File: src/rtl/multicycle_control.sv
// Multicycle MIPS control sequencer: spreads each instruction over 3-5 states,
// with memory wait states, an illegal-opcode trap and a retired-instruction counter.
module multicycle_control #(
    parameter int unsigned OP_WIDTH     = 6,
    parameter int unsigned ALUOP_WIDTH  = 3,
    parameter int unsigned CNT_WIDTH    = 32,
    parameter bit          ILLEGAL_TRAP = 1'b1
) (
    input  logic                   clk,
    input  logic                   reset,
    input  logic [OP_WIDTH-1:0]    OP,
    input  logic                   mem_ready,
    output logic                   PCWrite,
    output logic                   PCWriteCond,
    output logic                   BranchNE,
    output logic                   IorD,
    output logic                   MemRead,
    output logic                   MemWrite,
    output logic                   IRWrite,
    output logic                   RegWrite,
    output logic                   ALUSrcA,
    output logic [1:0]             MemtoReg,
    output logic [1:0]             RegDst,
    output logic [2:0]             ALUSrcB,
    output logic [1:0]             PCSource,
    output logic [ALUOP_WIDTH-1:0] ALUOp,
    output logic                   illegal_op,
    output logic                   instr_retired,
    output logic [CNT_WIDTH-1:0]   instr_count
);

    typedef enum logic [3:0] {
        IDLE, FETCH, DECODE, EXEC, ALU_WB, LUI_WB,
        ADDR, MEM, MEM_WB, BRANCH, JUMP, TRAP
    } state_t;

    localparam logic [OP_WIDTH-1:0] OP_R    = OP_WIDTH'(6'h00);
    localparam logic [OP_WIDTH-1:0] OP_J    = OP_WIDTH'(6'h02);
    localparam logic [OP_WIDTH-1:0] OP_JAL  = OP_WIDTH'(6'h03);
    localparam logic [OP_WIDTH-1:0] OP_BEQ  = OP_WIDTH'(6'h04);
    localparam logic [OP_WIDTH-1:0] OP_BNE  = OP_WIDTH'(6'h05);
    localparam logic [OP_WIDTH-1:0] OP_ADDI = OP_WIDTH'(6'h08);
    localparam logic [OP_WIDTH-1:0] OP_ANDI = OP_WIDTH'(6'h0c);
    localparam logic [OP_WIDTH-1:0] OP_ORI  = OP_WIDTH'(6'h0d);
    localparam logic [OP_WIDTH-1:0] OP_LUI  = OP_WIDTH'(6'h0f);
    localparam logic [OP_WIDTH-1:0] OP_LW   = OP_WIDTH'(6'h23);
    localparam logic [OP_WIDTH-1:0] OP_SW   = OP_WIDTH'(6'h2b);

    localparam logic [ALUOP_WIDTH-1:0] ALU_AND   = ALUOP_WIDTH'(3'd0);
    localparam logic [ALUOP_WIDTH-1:0] ALU_OR    = ALUOP_WIDTH'(3'd1);
    localparam logic [ALUOP_WIDTH-1:0] ALU_ADD   = ALUOP_WIDTH'(3'd3);
    localparam logic [ALUOP_WIDTH-1:0] ALU_SUB   = ALUOP_WIDTH'(3'd4);
    localparam logic [ALUOP_WIDTH-1:0] ALU_LUI   = ALUOP_WIDTH'(3'd5);
    localparam logic [ALUOP_WIDTH-1:0] ALU_FUNCT = ALUOP_WIDTH'(3'd7);

    state_t               state;
    state_t               nextState;
    logic [OP_WIDTH-1:0]  opReg;
    logic [CNT_WIDTH-1:0] countReg;

    // State register, opcode latch and retired counter
    always_ff @(posedge clk) begin
        if (reset) begin
            state    <= IDLE;
            opReg    <= '0;
            countReg <= '0;
        end else begin
            state <= nextState;
            if (state == DECODE) begin
                opReg <= OP;
            end
            if (instr_retired) begin
                countReg <= countReg + CNT_WIDTH'(1);
            end
        end
    end

    assign instr_count = countReg;

    // Next-state logic; DECODE dispatches on the live opcode, later states on opReg
    always_comb begin
        nextState = state;
        case (state)
            IDLE:   nextState = FETCH;
            FETCH:  if (mem_ready) nextState = DECODE;
            DECODE: begin
                case (OP)
                    OP_R, OP_ADDI, OP_ORI, OP_ANDI: nextState = EXEC;
                    OP_LUI:                         nextState = LUI_WB;
                    OP_LW, OP_SW:                   nextState = ADDR;
                    OP_BEQ, OP_BNE:                 nextState = BRANCH;
                    OP_J, OP_JAL:                   nextState = JUMP;
                    default:                        nextState = TRAP;
                endcase
            end
            EXEC:   nextState = ALU_WB;
            ALU_WB: nextState = FETCH;
            LUI_WB: nextState = FETCH;
            ADDR:   nextState = MEM;
            MEM: begin
                if (mem_ready) begin
                    nextState = (opReg == OP_LW) ? MEM_WB : FETCH;
                end
            end
            MEM_WB: nextState = FETCH;
            BRANCH: nextState = FETCH;
            JUMP:   nextState = FETCH;
            TRAP:   nextState = ILLEGAL_TRAP ? TRAP : FETCH;
            default: nextState = IDLE;
        endcase
    end

    // Control outputs decoded from state, latched opcode and mem_ready
    always_comb begin
        PCWrite       = 1'b0;
        PCWriteCond   = 1'b0;
        BranchNE      = 1'b0;
        IorD          = 1'b0;
        MemRead       = 1'b0;
        MemWrite      = 1'b0;
        IRWrite       = 1'b0;
        RegWrite      = 1'b0;
        ALUSrcA       = 1'b0;
        MemtoReg      = 2'b00;
        RegDst        = 2'b00;
        ALUSrcB       = 3'b000;
        PCSource      = 2'b00;
        ALUOp         = ALU_AND;
        illegal_op    = 1'b0;
        instr_retired = 1'b0;
        case (state)
            FETCH: begin
                MemRead = 1'b1;
                ALUSrcB = 3'b001;
                ALUOp   = ALU_ADD;
                IRWrite = mem_ready;
                PCWrite = mem_ready;
            end
            DECODE: begin
                ALUSrcB = 3'b011;
                ALUOp   = ALU_ADD;
            end
            EXEC: begin
                ALUSrcA = 1'b1;
                case (opReg)
                    OP_R: begin
                        ALUSrcB = 3'b000;
                        ALUOp   = ALU_FUNCT;
                    end
                    OP_ADDI: begin
                        ALUSrcB = 3'b010;
                        ALUOp   = ALU_ADD;
                    end
                    OP_ORI: begin
                        ALUSrcB = 3'b100;
                        ALUOp   = ALU_OR;
                    end
                    OP_ANDI: begin
                        ALUSrcB = 3'b100;
                        ALUOp   = ALU_AND;
                    end
                    default: ALUSrcB = 3'b000;
                endcase
            end
            ALU_WB: begin
                RegWrite      = 1'b1;
                RegDst        = (opReg == OP_R) ? 2'b01 : 2'b00;
                instr_retired = 1'b1;
            end
            LUI_WB: begin
                RegWrite      = 1'b1;
                MemtoReg      = 2'b11;
                ALUOp         = ALU_LUI;
                instr_retired = 1'b1;
            end
            ADDR: begin
                ALUSrcA = 1'b1;
                ALUSrcB = 3'b010;
                ALUOp   = ALU_ADD;
            end
            MEM: begin
                IorD          = 1'b1;
                MemRead       = (opReg == OP_LW);
                MemWrite      = (opReg == OP_SW);
                instr_retired = mem_ready && (opReg != OP_LW);
            end
            MEM_WB: begin
                RegWrite      = 1'b1;
                MemtoReg      = 2'b01;
                instr_retired = 1'b1;
            end
            BRANCH: begin
                ALUSrcA       = 1'b1;
                ALUOp         = ALU_SUB;
                PCWriteCond   = 1'b1;
                PCSource      = 2'b01;
                BranchNE      = (opReg == OP_BNE);
                instr_retired = 1'b1;
            end
            JUMP: begin
                PCWrite       = 1'b1;
                PCSource      = 2'b10;
                instr_retired = 1'b1;
                if (opReg == OP_JAL) begin
                    RegWrite = 1'b1;
                    RegDst   = 2'b10;
                    MemtoReg = 2'b10;
                end
            end
            TRAP: begin
                illegal_op    = 1'b1;
                instr_retired = !ILLEGAL_TRAP;
            end
            default: illegal_op = 1'b0;
        endcase
    end

endmodule

File: config.mk
export PLATFORM = sky130hd
export DESIGN_NAME = multicycle_control
export DESIGN_NICKNAME = d
export VERILOG_FILES = /design/src/rtl/multicycle_control.sv
export SDC_FILE = /design/constraint.sdc
export NUM_CORES = 1
export LEC_CHECK = 0
export BUFFER_PORTS_ARGS = -buffer_cell sky130_fd_sc_hd__buf_2
export CORE_ASPECT_RATIO = 1.4
export CORE_MARGIN = 2
export CORE_UTILIZATION = 50
export DETAILED_ROUTE_END_ITERATION = 10
export MAX_ROUTING_LAYER = met4
export PLACE_DENSITY = 0.81
export SYNTH_ARGS = -nofsm -noshare
export SYNTH_HDL_FRONTEND = slang
export SYNTH_SLANG_ARGS = --single-unit
File: constraint.sdc
create_clock -name clk -period 2 [get_ports clk]
set_clock_uncertainty 0.05 [all_clocks]
set_input_delay 0.3 -clock clk [delete_from_list [all_inputs] [get_ports clk]]
set_output_delay 0.3 -clock clk [all_outputs]
set_load 0.02 [all_outputs]
==> results_tabular.tex <==
\begin{tabular}{lr}
\hline
Metric & Value \\
\hline
\multicolumn{2}{l}{\textbf{Power}} \\
Overall power & around 1.8 mW \\
Leakage Power & 1.70 nW \\
PwrDens & around 430 nW/um\^{}2 \\
Worst vdd ir & $\sim$370 uV \\
\multicolumn{2}{l}{\textbf{Floorplan}} \\
Vertical die dimension & 95.7 um \\
Area of the die & 6650 sq um \\
Initial core utilization & 0.515 \\
Floorplan Core Area & 5820 sq um \\
Number of I/O pins & 64 \\
Horizontal extent of the die & 69.5 um \\
Row count & 33 \\
\multicolumn{2}{l}{\textbf{Timing}} \\
Count of endpoints failing setup in the final report & 9 \\
Period utilization & 1.14 \\
Total count of max-transition violations in the final report & 0 \\
Shortest clock period the worst path allows after layout & 2290 ps \\
Setup WS post-layout & -288 ps \\
Setup repair after global routing missed its margin & yes \\
Slew at the pin with the worst max-slew slack & 657 ps \\
Hold violation total from the final report & 0 \\
Max frequency & 437 MHz \\
Total Negative Setup Slacks & -1420 ps \\
Remaining max-slew budget at the tightest pin & 0.550 \\
\multicolumn{2}{l}{\textbf{Clock tree}} \\
Clk pin slew, worst setup/hold paths & approximately 70 ps \\
TritonCTS clock tree & yes \\
Clock tree sinks & 42 \\
Number of buffers added to fix hold violations after cts & 0 \\
Buffer depth of the longest clock path & 2 \\
Number of buffers added by the clock tree synthesis step & 5 \\
Library cell used as clock root buffer & sky130\_fd\_sc\_hd\_\_clkbuf\_8 \\
Skew-Pair Late Insertion Delay & roughly 300 ps \\
Number of H-tree levels & 2 \\
\multicolumn{2}{l}{\textbf{Global routing}} \\
Number of global-route vias before repair & 2842 \\
Total gr overflow & 0 \\
Pin count of the biggest net entering global routing & 27 \\
Overall track demand over capacity in global routing & 0.255 \\
Wire length of the first global-routing pass & between 10000 and 15000 um \\
Number of antenna violations at the first check in global routing & 0 \\
\multicolumn{2}{l}{\textbf{Flow run}} \\
Maxcap violations & 0 \\
\multicolumn{2}{l}{\textbf{Yosys}} \\
Post-synthesis cell area & 3000 sq um \\
Post-synthesis net count & 365 \\
Syn Inst Count & 355 \\
Distinct cell type count of the synthesized netlist & 61 \\
Flip-flop and latch count after synthesis & 42 \\
Most common flop cell mapped by yosys & sky130\_fd\_sc\_hd\_\_dfxtp\_1 \\
Mean area per synthesized cell & 8.45 sq um \\
Async set or reset register ratio after synthesis & 0 \\
Number of enable-type register cells in the synthesized netlist & 0 \\
Share of synthesized area occupied by flip-flops and latches & 0.280 \\
Yosys Warn Count & 0 \\
\multicolumn{2}{l}{\textbf{Status}} \\
Result of the run & complete, but fails checks \\
Failing checks & negative setup slack \\
\multicolumn{2}{l}{\textbf{Place}} \\
Placement Setup Slack & -27.1 ps \\
Post-DP HPWL & 5820 um \\
Quantity of I/O buffers inserted on ports & between 60 and 70 \\
Placer congestion estimate & 0.915 \\
Cell total after placement & 499 \\
\multicolumn{2}{l}{\textbf{Worst hold path}} \\
Min-Delay Path Depth & 3 \\
Startpoint of the tightest hold check path & OP[0] \\
Worst min path class & primary input to flop \\
Worst Hold Path EP & opReg[0] \\
\multicolumn{2}{l}{\textbf{Critical path}} \\
Data required, critical path & 1650 ps \\
Worst Setup Start Kind & flop \\
Depth of the most critical reg-to-reg path & 4 \\
Critical path capture point type & output pin \\
Cell type of the slowest stage on the worst timing path & sky130\_fd\_sc\_hd\_\_or4\_4 \\
Largest fanout of any net on the critical path & 3 \\
Delay of the slowest critical-path stage & between 500 and 600 ps \\
Series of cell instances along the critical path & or4\_4 > or4b\_4 > a21oi\_2 > buf\_4 \\
Data arrival, critical path & 1940 ps \\
Category of the critical setup timing path & flop to output pin \\
Setup slack, reg-to-reg & 20 ps \\
R2R Path End & instr\_count[20] \\
Startpoint of the worst register-to-register path & state[3] \\
Buffers plus inverters on the worst setup path & 1 \\
Cell family with the largest share of critical-path delay & simple AND/OR/NAND/NOR gates \\
\multicolumn{2}{l}{\textbf{Layout}} \\
Antenna cell count & 0 \\
Commonest cells after routing, fill and taps aside & sky130\_fd\_sc\_hd\_\_buf\_4, sky130\_fd\_sc\_hd\_\_buf\_2, sky130\_fd\_sc\_hd\_\_nor2\_1, sky130\_fd\_sc\_hd\_\_dfxtp\_1, sky130\_fd\_sc\_hd\_\_nor2b\_1 \\
Most common cell after layout, fill and taps aside & sky130\_fd\_sc\_hd\_\_buf\_4 \\
Post-layout instance count excluding filler cells & between 500 and 600 \\
Share of layout cells above drive strength 1 & 0.419 \\
Post-layout util & 0.724 \\
Layout Area Growth over Synthesis & 40.5\% \\
Count of nets after finishing & between 400 and 500 \\
\multicolumn{2}{l}{\textbf{Drt}} \\
Count of nets left with antenna violations after detail routing & 0 \\
Average via count per standard cell & 6.23 \\
Number of DRC markers in iteration 0 & 151 \\
Post-Route WL & 9360 um \\
Detailed-route via count & 3244 \\
First-pass detailed-route iteration total & 5 \\
Remaining DRCs & 0 \\
WL per Instance & 18.0 um \\
\hline
\end{tabular}
## cells by family (layout without fill, tap and decap cells)
kind of cell | after synthesis | in the layout | share of synthesized area
buffers and inverters | 34 | 129 | 0.0588
AND/OR/NAND/NOR | 175 | 175 | 0.321
XOR/XNOR | 1 | 1 | 0.00292
AO/OA/AOI/OAI | 66 | 67 | 0.201
adder cells (fa/ha/maj) | 1 | 1 | 0.00417
multiplexers | 36 | 36 | 0.133
flip-flops | 42 | 42 | 0.280
## power by group
part           leakage [nW]  switching [mW]  total (mW)  internal, mW
logic                  1.32           0.244       0.417         0.173
registers             0.342          0.0138       0.864         0.850
clock network        0.0383           0.287       0.528         0.241
## synthesized netlist by cell type (4+ instances only)
cell type	instances	area [sq um]
sky130_fd_sc_hd__a21oi_1	11	55.1
sky130_fd_sc_hd__nand2b_1	11	68.8
sky130_fd_sc_hd__nand2_1	18	67.6
sky130_fd_sc_hd__and4_1	9	78.8
sky130_fd_sc_hd__mux2_1	29	327
sky130_fd_sc_hd__buf_6	4	45.0
sky130_fd_sc_hd__nand4_1	10	62.6
sky130_fd_sc_hd__a211oi_1	9	67.6
sky130_fd_sc_hd__a2111oi_2	14	210
sky130_fd_sc_hd__nand3_1	18	90.1
sky130_fd_sc_hd__nor2_1	48	180
sky130_fd_sc_hd__dfxtp_1	42	841
sky130_fd_sc_hd__buf_2	5	25.0
sky130_fd_sc_hd__clkbuf_1	17	63.8
sky130_fd_sc_hd__nor2b_1	32	200
sky130_fd_sc_hd__o21ai_1	4	20.0
sky130_fd_sc_hd__mux2i_1	6	60.1
## tightest hold or removal path: stages
cell and delay (ps):
sky130_fd_sc_hd__buf_2 120, sky130_fd_sc_hd__mux2i_1 70, sky130_fd_sc_hd__nor2_1 80
## worst max-delay path by stage
stage / end / startpoint / cells after the start
6_report: ALUSrcB[1] / opReg[2] / 4
5_1_grt: ALUOp[2] / opReg[2] / 5
4_1_cts: ALUSrcB[1] / opReg[5] / 4
3_5_place_dp: ALUSrcB[1] / opReg[1] / 4
3_3_place_gp: ALUSrcB[1] / opReg[1] / 4
2_1_floorplan: MemtoReg[1] / state[1] / 5
## metrics by stage
step / hold WS (ps) / instance area, sq um
6_report: 262 / 4220
5_1_grt: 279 / 4220
4_1_cts: 258 / 3890
3_5_place_dp: 493 / 3630
3_3_place_gp: 457 / 3630
2_1_floorplan: 397 / 3040
## area by class of cell
| type | instances | area (sq um) |
|---|---|---|
| sequential | 42 | 851 |
| inverter | 2 | 7.51 |
| tap | 70 | 87.6 |
| multi-input combinational | 280 | 2340 |
| clock buffer | 7 | 76.3 |
| fill | 375 | 1610 |
| timing repair buffer | 120 | 857 |
## state kept, by name, indices dropped and copies added, names as in the netlist
register / flops
opReg: 6
state: 4
instr_count: 32
## routing by layer
metal  vias up  share of wire  global-route usage
li1       1513              -                   -
met1      1558           0.39               0.289
met2       148           0.53               0.455
met3        25          0.061              0.0402
met4         0          0.028              0.0899
met5         -              0                   -
## what timing repair did
action	in CTS	in global routing
pin swaps	6	18
endpoints found under the setup margin	13	29
cloned	1	1
resized for setup	29	43
buffers inserted	2	11
No activity file was read; power rests on OpenSTA's default activity.
